[src/rtl/cbus_sram_responder_if.sv]
//------------------------------------------------------------------------------
// Module   : cbus_sram_responder_if
// Purpose  : Cache-bus request/response bundle between an initiator (cache or
//            uncached master) and a memory-side responder.
// Signals  : creq_*  - request from initiator (valid, is_write, size, addr,
//                      strobe, data, len = beats-1)
//            cresp_* - response from responder (ready = one beat transferred,
//                      last = final beat, data = read data)
// Modports : master (initiator side), slave (responder side)
// Revision : 1.0 - initial release
//------------------------------------------------------------------------------
`default_nettype none

interface cbus_sram_responder_if;
  logic        creq_valid;
  logic        creq_is_write;
  logic [2:0]  creq_size;
  logic [31:0] creq_addr;
  logic [3:0]  creq_strobe;
  logic [31:0] creq_data;
  logic [3:0]  creq_len;

  logic        cresp_ready;
  logic        cresp_last;
  logic [31:0] cresp_data;

  modport master (
    output creq_valid, creq_is_write, creq_size, creq_addr,
           creq_strobe, creq_data, creq_len,
    input  cresp_ready, cresp_last, cresp_data
  );

  modport slave (
    input  creq_valid, creq_is_write, creq_size, creq_addr,
           creq_strobe, creq_data, creq_len,
    output cresp_ready, cresp_last, cresp_data
  );
endinterface

`default_nettype wire

[src/rtl/cbus_sram_responder.sv]
//------------------------------------------------------------------------------
// Module   : cbus_sram_responder
// Purpose  : Serves one cache-bus burst at a time from a single-port
//            synchronous SRAM with 1-cycle read latency.
// Ports    : clk, resetn   - clock, async active-low reset
//            cbus (slave)  - cache-bus request/response bundle
//            mem_en        - SRAM access enable
//            mem_addr      - SRAM word address
//            mem_wen       - SRAM byte write enables
//            mem_wdata     - SRAM write data
//            mem_rdata     - SRAM read data (one cycle after a read)
// Revision : 1.0 - initial release
//------------------------------------------------------------------------------
`default_nettype none

module cbus_sram_responder #(
  parameter int MEM_ADDR_WIDTH = 14,
  parameter int ACCESS_LATENCY = 0
) (
  input  logic                      clk,
  input  logic                      resetn,
  cbus_sram_responder_if.slave      cbus,
  output logic                      mem_en,
  output logic [MEM_ADDR_WIDTH-1:0] mem_addr,
  output logic [3:0]                mem_wen,
  output logic [31:0]               mem_wdata,
  input  logic [31:0]               mem_rdata
);

  localparam logic [MEM_ADDR_WIDTH-1:0] C_ADDR_ONE = {{(MEM_ADDR_WIDTH-1){1'b0}}, 1'b1};

  typedef enum logic [1:0] {
    S_IDLE  = 2'd0,
    S_WAIT  = 2'd1,
    S_BURST = 2'd2
  } state_t;

  state_t                    r_state;
  state_t                    w_state_nxt;
  logic                      r_is_write;
  logic [3:0]                r_len;
  logic [3:0]                r_beat;
  logic [3:0]                r_wait;
  logic [MEM_ADDR_WIDTH-1:0] r_base;

  logic                      w_last;
  logic [MEM_ADDR_WIDTH-1:0] w_beat_addr;
  logic [MEM_ADDR_WIDTH-1:0] w_next_addr;
  logic                      w_ready;
  logic                      w_resp_last;
  logic [31:0]               w_resp_data;

  // Size and the byte offset / aliased upper address bits play no part in
  // word addressing; sub-word writes are expressed through the strobe.
  logic w_unused_bits;
  assign w_unused_bits = ^{cbus.creq_size, cbus.creq_addr[31:MEM_ADDR_WIDTH+2],
                           cbus.creq_addr[1:0]};

  assign w_last      = (r_beat == r_len);
  // Additions wrap naturally modulo 2^MEM_ADDR_WIDTH.
  assign w_beat_addr = r_base + MEM_ADDR_WIDTH'(r_beat);
  assign w_next_addr = w_beat_addr + C_ADDR_ONE;

  // State register
  always_ff @(posedge clk or negedge resetn) begin
    if (!resetn) begin
      r_state <= S_IDLE;
    end else begin
      r_state <= w_state_nxt;
    end
  end

  // Burst context: latched in IDLE, then only the counters move.
  always_ff @(posedge clk or negedge resetn) begin
    if (!resetn) begin
      r_is_write <= 1'b0;
      r_len      <= 4'd0;
      r_beat     <= 4'd0;
      r_wait     <= 4'd0;
      r_base     <= '0;
    end else begin
      case (r_state)
        S_IDLE: begin
          if (cbus.creq_valid) begin
            r_is_write <= cbus.creq_is_write;
            r_len      <= cbus.creq_len;
            r_base     <= cbus.creq_addr[MEM_ADDR_WIDTH+1:2];
            r_wait     <= 4'(ACCESS_LATENCY);
            r_beat     <= 4'd0;
          end
        end
        S_WAIT: begin
          if (cbus.creq_valid && (r_wait != 4'd0)) begin
            r_wait <= r_wait - 4'd1;
          end
        end
        S_BURST: begin
          // Saturates at len: the last beat leaves the counter untouched.
          if (cbus.creq_valid && !w_last) begin
            r_beat <= r_beat + 4'd1;
          end
        end
        default: ;
      endcase
    end
  end

  // Next state and all outputs. Everything is combinational from state so
  // that an asynchronous reset clears the outputs in the same cycle.
  always_comb begin
    w_state_nxt = r_state;
    w_ready     = 1'b0;
    w_resp_last = 1'b0;
    w_resp_data = 32'd0;
    mem_en      = 1'b0;
    mem_addr    = '0;
    mem_wen     = 4'd0;
    mem_wdata   = 32'd0;

    case (r_state)
      S_IDLE: begin
        if (cbus.creq_valid) begin
          w_state_nxt = S_WAIT;
        end
      end

      S_WAIT: begin
        if (!cbus.creq_valid) begin
          w_state_nxt = S_IDLE;
        end else if (r_wait == 4'd0) begin
          w_state_nxt = S_BURST;
          // Prefetch beat 0 so its data is on mem_rdata in the first
          // BURST cycle.
          if (!r_is_write) begin
            mem_en   = 1'b1;
            mem_addr = r_base;
          end
        end
      end

      S_BURST: begin
        if (!cbus.creq_valid) begin
          // Abort: no ready and no SRAM write in this cycle.
          w_state_nxt = S_IDLE;
        end else begin
          w_ready     = 1'b1;
          w_resp_last = w_last;
          if (w_last) begin
            w_state_nxt = S_IDLE;
          end
          if (r_is_write) begin
            mem_en    = 1'b1;
            mem_addr  = w_beat_addr;
            mem_wen   = cbus.creq_strobe;
            mem_wdata = cbus.creq_data;
          end else begin
            w_resp_data = mem_rdata;
            // Read-ahead of the following beat keeps beats back-to-back.
            if (!w_last) begin
              mem_en   = 1'b1;
              mem_addr = w_next_addr;
            end
          end
        end
      end

      default: begin
        w_state_nxt = S_IDLE;
      end
    endcase
  end

  assign cbus.cresp_ready = w_ready;
  assign cbus.cresp_last  = w_resp_last;
  assign cbus.cresp_data  = w_resp_data;

endmodule

`default_nettype wire

[src/flat_wrapper.sv]
// flat-port wrapper written by rule: the top's interface ports become plain ports
module cbus_sram_responder_flat 
#(
  parameter int MEM_ADDR_WIDTH = 14,
  parameter int ACCESS_LATENCY = 0
)
  (clk, resetn, mem_en, mem_addr, mem_wen, mem_wdata, mem_rdata, cbus_creq_valid, cbus_creq_is_write, cbus_creq_size, cbus_creq_addr, cbus_creq_strobe, cbus_creq_data, cbus_creq_len, cbus_cresp_ready, cbus_cresp_last, cbus_cresp_data);
  cbus_sram_responder_if cbus_i ();
  input  logic clk;
  input  logic resetn;
  output logic mem_en;
  output logic [MEM_ADDR_WIDTH-1:0] mem_addr;
  output logic [3:0] mem_wen;
  output logic [31:0] mem_wdata;
  input  logic [31:0] mem_rdata;
  input wire logic [$bits(cbus_i.creq_valid)-1:0] cbus_creq_valid;
  input wire logic [$bits(cbus_i.creq_is_write)-1:0] cbus_creq_is_write;
  input wire logic [$bits(cbus_i.creq_size)-1:0] cbus_creq_size;
  input wire logic [$bits(cbus_i.creq_addr)-1:0] cbus_creq_addr;
  input wire logic [$bits(cbus_i.creq_strobe)-1:0] cbus_creq_strobe;
  input wire logic [$bits(cbus_i.creq_data)-1:0] cbus_creq_data;
  input wire logic [$bits(cbus_i.creq_len)-1:0] cbus_creq_len;
  output wire logic [$bits(cbus_i.cresp_ready)-1:0] cbus_cresp_ready;
  output wire logic [$bits(cbus_i.cresp_last)-1:0] cbus_cresp_last;
  output wire logic [$bits(cbus_i.cresp_data)-1:0] cbus_cresp_data;
  assign cbus_i.creq_valid = cbus_creq_valid;
  assign cbus_i.creq_is_write = cbus_creq_is_write;
  assign cbus_i.creq_size = cbus_creq_size;
  assign cbus_i.creq_addr = cbus_creq_addr;
  assign cbus_i.creq_strobe = cbus_creq_strobe;
  assign cbus_i.creq_data = cbus_creq_data;
  assign cbus_i.creq_len = cbus_creq_len;
  assign cbus_cresp_ready = cbus_i.cresp_ready;
  assign cbus_cresp_last = cbus_i.cresp_last;
  assign cbus_cresp_data = cbus_i.cresp_data;
  cbus_sram_responder #(.MEM_ADDR_WIDTH(MEM_ADDR_WIDTH), .ACCESS_LATENCY(ACCESS_LATENCY)) u_core (.clk(clk), .resetn(resetn), .cbus(cbus_i), .mem_en(mem_en), .mem_addr(mem_addr), .mem_wen(mem_wen), .mem_wdata(mem_wdata), .mem_rdata(mem_rdata));
endmodule
[config.mk]
export PLATFORM = sky130hd
export DESIGN_NAME = cbus_sram_responder_flat
export DESIGN_NICKNAME = d
export VERILOG_FILES = /design/src/rtl/cbus_sram_responder_if.sv /design/src/rtl/cbus_sram_responder.sv /design/src/flat_wrapper.sv
export SDC_FILE = /design/constraint.sdc
export NUM_CORES = 1
export LEC_CHECK = 0
export BUFFER_PORTS_ARGS = -buffer_cell sky130_fd_sc_hd__buf_2
export CAP_MARGIN = 20
export CELL_PAD_IN_SITES_DETAIL_PLACEMENT = 0
export CELL_PAD_IN_SITES_GLOBAL_PLACEMENT = 1
export CORE_ASPECT_RATIO = 0.5
export CORE_MARGIN = 2
export CORE_UTILIZATION = 26
export DETAILED_ROUTE_END_ITERATION = 7
export GPL_TIMING_DRIVEN = 0
export PLACE_DENSITY = 0.89
export SLEW_MARGIN = 20
export SYNTH_ARGS = -nofsm -noshare
export SYNTH_HDL_FRONTEND = slang
export SYNTH_SLANG_ARGS = --single-unit
[constraint.sdc]
create_clock -name clk -period 2.18 [get_ports clk]
set_input_delay 0 -clock clk [delete_from_list [all_inputs] [get_ports clk]]
set_output_delay 0 -clock clk [all_outputs]
set_load 0.02 [all_outputs]
==> results of run 1 <==
worst reg2reg max path: cells and delay by family (launching register included):
kind                     cells  cell delay, ns
buffers and inverters        2            0.57
multiplexers                 1            0.41
flip-flops                   1            0.37
adder cells (fa/ha/maj)      1            0.25
AND/OR/NAND/NOR              1            0.14
layout by cell type (no fill, tap or decap), types with 12 or more instances in the layout:
cell type      count
dfrtp_1           28
buf_4             25
inv_1             16
buf_2            167
dlygate4sd3_1     20
nor2_1            15
mux2_2            19
xor2_1            12
and2_1            71
nand2_1           22
where the power goes:
part | internal, uW | total, uW | switching [uW]
clock network | 446 | 669 | 223
logic | 1400 | 3090 | 1690
registers | 756 | 1040 | 284
total | 2600 | 4790 | 2190
logic make-up after synthesis:
| kind of cell | Yosys count |
|---|---|
| flops | 29 |
| mux | 21 |
| compound gates | 57 |
| buf+inv | 32 |
| xor+xnor | 21 |
| fa+ha+maj | 11 |
| simple gates | 159 |
final cells by class:
class,count,share of cell area [%]
multi-input cells,270,47.5
well taps,140,3.77
repair buffers,214,27.2
inverters,18,1.45
clock buffers,7,3.07
plain buffers,13,1.29
flip-flops and latches,29,15.7
layer usage:
metal | wire length (microns) | up-vias
met5 | 0 | -
met2 | 4800 | 87
met4 | 85 | 0
met3 | 354 | 8
met1 | 4180 | 1487
li1 | - | 1571
stage by stage:
stage | setup TNS (ns) | hold WS, ns | utilization, %
CTS | -11.57 | 0.0339 | 43.2
global route | -8.18 | 0.0771 | 45.2
global placement | -4.34 | 0.0678 | 38.2
detailed placement | -5.06 | 0.0852 | 38.2
floorplan | -1.50 | -0.296 | -
finish | -6.66 | 0.0466 | 45.2
sequential cells by signal, indices dropped and copies added (netlist names):
register and count:
u_core.r_base 14, u_core.r_beat 4, u_core.r_is_write 1, u_core.r_state 2, u_core.r_len 4, u_core.r_wait 4
worst paths after layout:
| path | from | to | slack [ns] | cells after the start |
|---|---|---|---|---|
| min in group asynchronous | resetn | u_core.r_base[10]$_DFFE_PN0P_ | 0.31 | 2 |
| max in group asynchronous | resetn | u_core.r_beat[0]$_DFFE_PN0P_ | 1.39 | 2 |
| min reg2reg | u_core.r_wait[0]$_DFFE_PN0P_ | u_core.r_wait[0]$_DFFE_PN0P_ | 0.51 | 1 |
| min | cbus_creq_valid | u_core.r_state[0]$_DFFE_PN0P_ | 0.05 | 3 |
| max | u_core.r_beat[0]$_DFFE_PN0P_ | mem_addr[10] | -0.69 | 11 |
| max reg2reg | u_core.r_state[0]$_DFFE_PN0P_ | u_core.r_base[3]$_DFFE_PN0P_ | 0.33 | 5 |
repair_timing:
action,CTS,global route
hold buffers,20,0
endpoints found under the hold margin,48,0
setup buffers,10,11
pin swaps,11,15
setup endpoints to repair,74,76
gates resized for setup,22,37
cloned,0,1
==> flow_summary_export.csv, run 1 <==
group,metric,value,unit
critical_path,critical_path_arrival,2.87,ns
sta,hold_viol,0,
synthesis,syn_nets,452,
sta,slew_viol_final,0,
die,initial_utilization,26.9,%
route,drt_first_pass_iters,4,
die,floorplan.rows,26,
clock_tree,numCtsBuffers,5,
finish,multi_input_area,0.00221,sq mm
power,max-vdd-ir-drop,0.000421,V
global_routing,grt_pass1_wl,14.5,mm
critical_path,crit_path_top_delay_cell,"dfrtp_2",
critical_path,worst-path-max-fanout,5,
power,leakage,0.00236,uW
global_routing,grt_pass1_vias,3075,
power,p_per_area,1030,mW/mm^2
synthesis,ys_ff_latch,29,
critical_path,critPathBufInv,3,
synthesis,async_flop_share,100,%
synthesis,synth_cell_type_count,57,
outcome,status,"complete, but fails checks",
synthesis,synthXorXnorAreaFrac,7.19,%
synthesis,synth_area_leaders,"dfrtp_1 26%, and2_1 16%, mux2_2 7.7%",
synthesis,yosysMostFrequentCell,"and2_1",
synthesis,synth_ff_type,"dfrtp_1",
route,post_drt_wl_per_cell,13.6,microns
sta,min_period_over_period,131,%
synthesis,netlist_area,0.00277,sq mm
global_routing,grt-ovfl-total,0,
run,drv_cap,0,
synthesis,synth_fa_ha_area_share,5.25,%
sta,worst_slack,-0.686,ns
route,drt_iter0_markers,110,
clock_tree,insertion_delay,0.28,ns
sta,max_freq,0.349,GHz
sta,finalClockSkew,0.00459,ns
finish,nFillCells,999,
sta,setup_viol,13,
global_routing,grt_busiest_layer,"met2",
die,die-area,0.0115,sq mm
finish,seqCellArea,727,sq um
die,fp.dieW,150,microns
route,drt-vias-per-instance,4.56,
global_routing,met3_usage,1.96,%
sta,max_slew_margin,54.1,%
synthesis,synth_top_family_by_area,"simple AND/OR/NAND/NOR gates",
global_routing,globalRouteTotalUtil,15.4,%
route,drt-total-wl,9.42,mm
synthesis,synth_edf_count,0,
route,ant_nets,0,
finish,instances_no_fill,691,
synthesis,syn_inst,330,
finish,nets,673,
critical_path,critical_path_required,2.18,ns
global_routing,antenna_found_initial,0,
finish,syn_to_final_growth,68.0,%
clock_tree,cts_num_sinks,29,
die,core_region_area,0.0103,sq mm
placement,io_buffer_count,173,
die,ios,196,
placement,dp_hpwl,7.20,mm
placement,gp_congestion,0.817,
synthesis,seq_area_frac_synth,26.2,%
synthesis,netlist.area_leader.share,26.2,%
critical_path,cpPeakStageDelay,0.39,ns
power,finalPower,4790,uW
clock_tree,ctsHtreeMaxLevel,2,
placement,placed_cells,643,
clock_tree,clk_pin_slew,0.05,ns
synthesis,ys_warn_count,0,
global_routing,grt_use_met1,19.0,%
route,dr_total_vias,3153,
critical_path,path_delay_family,"simple AND/OR/NAND/NOR gates",
finish,post-route-cell-area,0.00464,sq mm
die,die_h,76.9,microns
synthesis,netlist_top_cells_count,"71 x and2_1, 29 x dfrtp_1, 23 x nand2_1, 20 x nor2_1, 19 x mux2_2",
placement,placed_cell_area,0.00393,sq mm
synthesis,synth_mux_area_share,8.46,%
global_routing,use_met2,28.2,%
clock_tree,cts_buffer_depth,2,
sta,period_minus_slack,2.87,ns
critical_path,crit_type,"register to output port",
route,drcViolationCount,0,
synthesis,synth-compound-area-share,14.8,%
synthesis,syn_avg_cell_area,8.38,sq um
critical_path,end_kind,"output port",
sta,tightest_slew,0.689,ns
critical_path,worst_setup_path_start_kind,"register",
synthesis,yosys.area_share.simple,33.6,%
outcome,violations,"negative setup slack",
critical_path,crit_chain,"ha_4, inv_2, fa_2, buf_4, xor2_1, nand2b_1, and4bb_4, nor3b_4, o21a_1, a211o_1, buf_6",
finish,drive_gt1_share,51.4,%
worst_hold_path,hp-class,"primary input to register",
clock_tree,cts-root-buf,"clkbuf_16",
sta,rsz0062_at_grt,"true",
finish,antenna_cells,0,
global_routing,grt_max_degree,30,
clock_tree,tritoncts,"built",
synthesis,synth_area_leader_cell,"dfrtp_1",
placement,post-place-ws,-0.621,ns
(Power assumes the default switching activity.)
==> run 2: changes to the inputs <==
- clock period: 2.18 -> 2.62 ns (I/O delays scaled with it)
==> flow_summary_export.csv, run 2 (synthesis gave the netlist of run 1 again) <==
group,metric,value,unit
global_routing,grt_pass1_wl,14.3,mm
finish,final_common_cell,"buf_2",
sta,max_freq,0.354,GHz
sta,min_period_over_period,108,%
die,floorplan.rows,26,
route,dr_total_vias,3118,
critical_path,critical_path_arrival,2.82,ns
power,leakage,0.00231,uW
placement,gp_congestion,0.816,
clock_tree,tritoncts,"built",
finish,mostFrequentLayoutCells,"167 x buf_2, 71 x and2_1, 26 x dfrtp_1",
die,ios,196,
power,max-vdd-ir-drop,0.000382,V
die,die-area,0.0115,sq mm
power,p_per_area,871,mW/mm^2
critical_path,worst-path-max-fanout,5,
die,die_h,76.9,microns
sta,period_minus_slack,2.82,ns
finish,post-route-cell-area,0.00457,sq mm
placement,placed_cell_area,0.00382,sq mm
finish,multi_input_area,0.00217,sq mm
clock_tree,cts_num_sinks,29,
outcome,status,"complete, but fails checks",
finish,antenna_cells,0,
finish,seqCellArea,729,sq um
critical_path,r2r.worst_path.cells,7,
route,ant_nets,0,
critical_path,critical_path_required,2.62,ns
route,post_drt_wl_per_cell,13.1,microns
global_routing,grt_max_degree,30,
power,finalPower,3980,uW
sta,rsz0062_at_grt,"true",
worst_hold_path,hp-start,"cbus_creq_valid",
route,drt_first_pass_iters,4,
critical_path,rrSetupSlack,0.63,ns
critical_path,end_kind,"output port",
worst_hold_path,whs_path_depth,3,
clock_tree,clk_pin_slew,0.05,ns
sta,max_slew_margin,54.4,%
global_routing,globalRouteTotalUtil,14.9,%
route,drt-total-wl,8.98,mm
sta,hold_viol,0,
worst_hold_path,hp-class,"primary input to register",
clock_tree,cts_buffer_depth,2,
finish,largest_register_ff_count,14,
placement,dp_hpwl,6.63,mm
sta,slew_viol_final,0,
die,core_region_area,0.0103,sq mm
finish,drive_gt1_share,47.9,%
finish,nFillCells,1002,
finish,nets,668,
die,fp.dieW,150,microns
clock_tree,insertion_delay,0.28,ns
global_routing,antenna_found_initial,0,
placement,post-place-ws,-0.338,ns
clock_tree,ctsHtreeMaxLevel,2,
critical_path,worst_setup_path_start_kind,"register",
clock_tree,cts-root-buf,"clkbuf_16",
clock_tree,numCtsBuffers,5,
worst_hold_path,hold_end,"u_core.r_state[0]$_DFFE_PN0P_",
route,drt-vias-per-instance,4.54,
sta,finalClockSkew,0.00669,ns
placement,io_buffer_count,173,
run,drv_cap,0,
critical_path,r2r-start,"u_core.r_state[0]$_DFFE_PN0P_",
global_routing,grt-ovfl-total,0,
sta,tightest_slew,0.684,ns
global_routing,grt_pass1_vias,3033,
sta,setup_viol,8,
critical_path,r2r-end,"u_core.r_beat[3]$_DFFE_PN0P_",
route,drt_iter0_markers,124,
route,drcViolationCount,0,
die,initial_utilization,26.9,%
sta,setup_tns,-1.08,ns
critical_path,crit_type,"register to output port",
outcome,violations,"negative setup slack",
finish,syn_to_final_growth,65.4,%
sta,worst_slack,-0.203,ns
finish,top_register,"u_core.r_base",
-- run 2: area by class of cell --
| type | count | share of cell area [%] |
|---|---|---|
| multi-input cells | 269 | 47.4 |
| repair buffers | 209 | 27.1 |
| flip-flops and latches | 29 | 16.0 |
| well taps | 140 | 3.83 |
| clock buffers | 8 | 2.98 |
| inverters | 18 | 1.48 |
| plain buffers | 14 | 1.23 |
-- run 2: stage by stage --
| stage | hold WS [ns] | cells | utilization, % |
|---|---|---|---|
| after global placement | 0.0653 | 643 | 37.1 |
| after floorplan | -0.296 | 330 | - |
| after global routing | 0.0771 | 687 | 44.5 |
| after CTS | 0.0482 | 683 | 43.2 |
| final | 0.0516 | 687 | 44.5 |
| after detailed placement | 0.0791 | 643 | 37.1 |
-- run 2: worst max path at each step --
| stage | startpoint | end | slack [ns] |
|---|---|---|---|
| global placement | u_core.r_beat[0]$_DFFE_PN0P_ | mem_addr[11] | -0.32 |
| CTS | u_core.r_base[0]$_DFFE_PN0P_ | mem_addr[10] | -0.19 |
| detailed placement | u_core.r_beat[0]$_DFFE_PN0P_ | mem_addr[11] | -0.34 |
| finish | u_core.r_base[0]$_DFFE_PN0P_ | mem_addr[10] | -0.20 |
| floorplan | u_core.r_beat[0]$_DFFE_PN0P_ | mem_addr[11] | 0.009 |
| global route | u_core.r_base[0]$_DFFE_PN0P_ | mem_addr[8] | -0.30 |
-- run 2: critical path, cell delays in order, from the launching register on --
cell and delay [ns]:
dfrtp_1 0.39, ha_4 0.16, inv_2 0.04, fa_2 0.37, nand2b_4 0.19, a21oi_4 0.17, buf_12 0.13, xnor2_4 0.13
and4bb_4 0.31, nor3b_4 0.21, nor4_1 0.08, a211o_1 0.25, buf_6 0.14
-- run 2: metal layers --
| metal | GRT usage (%) | part of all wire [%] | up-vias | routed length (microns) |
|---|---|---|---|---|
| met5 | 0 | 0 | - | 0 |
| met1 | 17.9 | 42 | 1453 | 3760 |
| met3 | 1.73 | 4.9 | 7 | 441 |
| met2 | 28.6 | 53 | 101 | 4720 |
| li1 | - | - | 1557 | - |
| met4 | 3.02 | 0.73 | 0 | 66 |
-- run 2: where the power goes --
group          leakage, uW  internal (uW)  switching, uW
clock network    0.0000652            352            190
logic              0.00189           1190           1410
registers         0.000355            632            208
-- run 2: repair_timing --
action                     in CTS  in global routing
hold endpoints to repair       48                  0
resized for setup              41                 20
gates cloned                    0                  0
hold buffers                   20                  0
pin swaps                      17                 17
setup endpoints to repair      10                 39
setup buffers                  12                  4
==> run 3: changes to the inputs <==
- ABC_AREA: unset -> 1
- CORE_UTILIZATION: 26 -> 28
- PLACE_DENSITY: 0.89 -> 0.95
- SLEW_MARGIN: 20 -> 25
- clock period: 2.62 -> 3.3 ns (I/O delays scaled with it)
==> flow_summary_export.csv, run 3 <==
group,metric,value,unit
outcome,status,"finished clean",
synthesis,synth_cell_type_count,31,
critical_path,critical_path_arrival,2.93,ns
die,die_h,75.6,microns
placement,dp_hpwl,7.39,mm
die,die-area,0.0111,sq mm
sta,setup_tns,0,ns
clock_tree,cts_num_sinks,29,
critical_path,crit_path_top_delay_cell,"dfrtp_1",
critical_path,r2r-start,"u_core.r_state[0]$_DFFE_PN0P_",
route,dr_total_vias,3559,
die,initial_utilization,28.5,%
synthesis,syn_inst,500,
route,drcViolationCount,0,
route,ant_nets,0,
finish,final_common_cell,"buf_2",
critical_path,cpPeakStageDelay,0.45,ns
finish,post-route-cell-area,0.00427,sq mm
sta,slew_viol_final,0,
synthesis,yosysMostFrequentCell,"nand2_1",
critical_path,worst-path-max-fanout,9,
synthesis,syn_avg_cell_area,5.74,sq um
power,p_per_area,611,mW/mm^2
worst_hold_path,hp-start,"cbus_creq_addr[7]",
clock_tree,clk_pin_slew,0.05,ns
critical_path,end_kind,"output port",
clock_tree,numCtsBuffers,5,
power,p_sw,1280,uW
sta,finalClockSkew,0.00822,ns
finish,nets,822,
critical_path,crit_chain,"ha_1, inv_1, fa_1, inv_1, nand3_1, nand2_2, nand4_1, nand2_1, nand3_1, nor2_1, nand2_1, nand2_1, nand3_1, a21oi_2, buf_2",
power,finalPower,2600,uW
placement,gp_congestion,0.820,
synthesis,synth_area_leader_cell,"dfrtp_1",
clock_tree,insertion_delay,0.27,ns
synthesis,async_flop_share,100,%
sta,max_slew_margin,57.5,%
finish,top_register,"u_core.r_base",
power,leakage,0.00265,uW
power,p_int,1330,uW
synthesis,netlist_top_cells_count,"118 x nand2_1, 112 x inv_1, 92 x nor2_1, 35 x nand3_1, 29 x dfrtp_1",
route,drt-total-wl,9.17,mm
synthesis,syn_nets,622,
finish,drive_gt1_share,29.4,%
placement,placed_cell_area,0.00392,sq mm
critical_path,crit_type,"register to output port",
synthesis,synth_area_leaders,"dfrtp_1 25%, nand2_1 15%, inv_1 15%",
clock_tree,cts_buffer_depth,2,
sta,period_minus_slack,2.93,ns
route,post_drt_wl_per_cell,10.9,microns
worst_hold_path,hp-class,"primary input to register",
finish,mostFrequentLayoutCells,"175 x buf_2, 118 x nand2_1, 112 x inv_1",
power,clockPowerShare,17.8,%
critical_path,critical_path_required,3.30,ns
global_routing,grt_pass1_wl,14.0,mm
run,drv_cap,0,
global_routing,globalRouteTotalUtil,15.4,%
power,p_comb_share,56.2,%
global_routing,grt-ovfl-total,0,
placement,placed_cells,814,
route,drt-vias-per-instance,4.23,
power,max-vdd-ir-drop,0.000257,V
route,drt_iter0_markers,203,
route,drt_first_pass_iters,5,
sta,tightest_slew,0.637,ns
die,floorplan.rows,26,
synthesis,synth_ff_type,"dfrtp_1",
placement,post-place-ws,0.670,ns
sta,rsz0062_at_grt,"false",
synthesis,seq_area_frac_synth,25.3,%
clock_tree,tritoncts,"built",
finish,antenna_cells,0,
critical_path,critPathLaunch,"u_core.r_beat[0]$_DFFE_PN0P_",
global_routing,antenna_found_initial,0,
clock_tree,cts_setup_buffers,0,
sta,setup_viol,0,
sta,hold_viol,0,
power,p_sw_share,49.1,%
synthesis,ys_ff_latch,29,
die,ios,196,
synthesis,synth_edf_count,0,
sta,min_period_over_period,88.8,%
sta,worst_slack,0.368,ns
synthesis,ys_warn_count,0,
finish,syn_to_final_growth,48.5,%
global_routing,grt_pass1_vias,3069,
global_routing,grt_max_degree,30,
power,power.share.sequential,26.0,%
finish,nFillCells,1058,
clock_tree,ctsHtreeMaxLevel,2,
synthesis,netlist.area_leader.share,25.3,%
placement,io_buffer_count,174,
synthesis,netlist_area,0.00287,sq mm
finish,largest_register_ff_count,14,
critical_path,worst_setup_path_start_kind,"register",
finish,instances_no_fill,841,
sta,max_freq,0.341,GHz
clock_tree,cts-root-buf,"clkbuf_16",
die,fp.dieW,147,microns
die,core_region_area,0.0101,sq mm
run 3: changes by cell type in the layout (fill, tap and decap cells not counted), sizes merged, moves of 10 or more:
cell	delta
buf	-16
inv	+94
mux2	-19
nor2	+78
nand2	+105
nand3	+26
xor2	-10
and2	-71
run 3: stage by stage:
step	hold WS, ns	util [%]
6_report	0.00245	42.3
5_1_grt	0.0168	42.3
3_5_place_dp	0.0602	38.8
2_1_floorplan	-0.296	-
4_1_cts	0.00982	42.3
3_3_place_gp	0.0545	38.8
run 3: cell families (layout without fill, tap and decap cells):
group | count (synthesis) | count (layout) | share of synthesized area, %
AND/OR/NAND/NOR | 278 | 278 | 41.0
buffers and inverters | 128 | 329 | 17.4
AO/OA/AOI/OAI | 45 | 45 | 8.28
flip-flops | 29 | 29 | 25.3
adder cells (fa/ha/maj) | 11 | 11 | 5.05
XOR/XNOR | 9 | 9 | 3.01
run 3: final cells by class:
type,count,area (sq um),share of cell area (%)
multi-input cells,343,1650,38.6
repair buffers,193,1060,24.9
flip-flops and latches,29,726,17.0
inverters,114,428,10.0
well taps,140,175,4.11
clock buffers,7,153,3.58
plain buffers,14,71.3,1.67
clock inverters,1,5.00,0.117
run 3: power by group through the flow:
stage / Clock (uW) / Sequential, uW / Combinational, uW
floorplan: 0 / 631 / 1040
global placement: 0 / 677 / 1400
detailed placement: 0 / 678 / 1420
CTS: 469 / 674 / 1460
global route: 482 / 704 / 1670
finish: 463 / 678 / 1460
run 3: repair_timing:
action,in CTS,in global routing
gates resized for setup,0,0
endpoints found under the hold margin,47,0
hold buffers,19,0
run 3: worst max-delay path, delay by kind of cell, from the launching register on:
kind,cells,cell delay [ns]
compound gates,1,0.16
fa+ha+maj,2,0.64
buf+inv,3,0.31
flops,1,0.45
simple gates,9,1.09
run 3: path summary, 6_finish.rpt:
path / cells after the start / slack [ns] / end
hold reg to reg: 2 / 0.50 / u_core.r_len[3]$_DFFE_PN0P_
setup reg to reg: 7 / 1.35 / u_core.r_base[1]$_DFFE_PN0P_
max in group asynchronous: 2 / 2.60 / u_core.r_base[2]$_DFFE_PN0P_
setup / recovery: 15 / 0.37 / mem_addr[13]
hold / removal: 3 / 0.002 / u_core.r_base[5]$_DFFE_PN0P_
min in group asynchronous: 2 / 0.29 / u_core.r_is_write$_DFFE_PN0P_
run 3: metal layers:
metal  routed length, microns  part of all wire (%)  global-route usage [%]
met5                        0                     0                       0
met4                       62                  0.68                    2.99
met3                      473                   5.2                    1.86
met2                     4370                    48                    27.8
met1                     4270                    47                    20.4
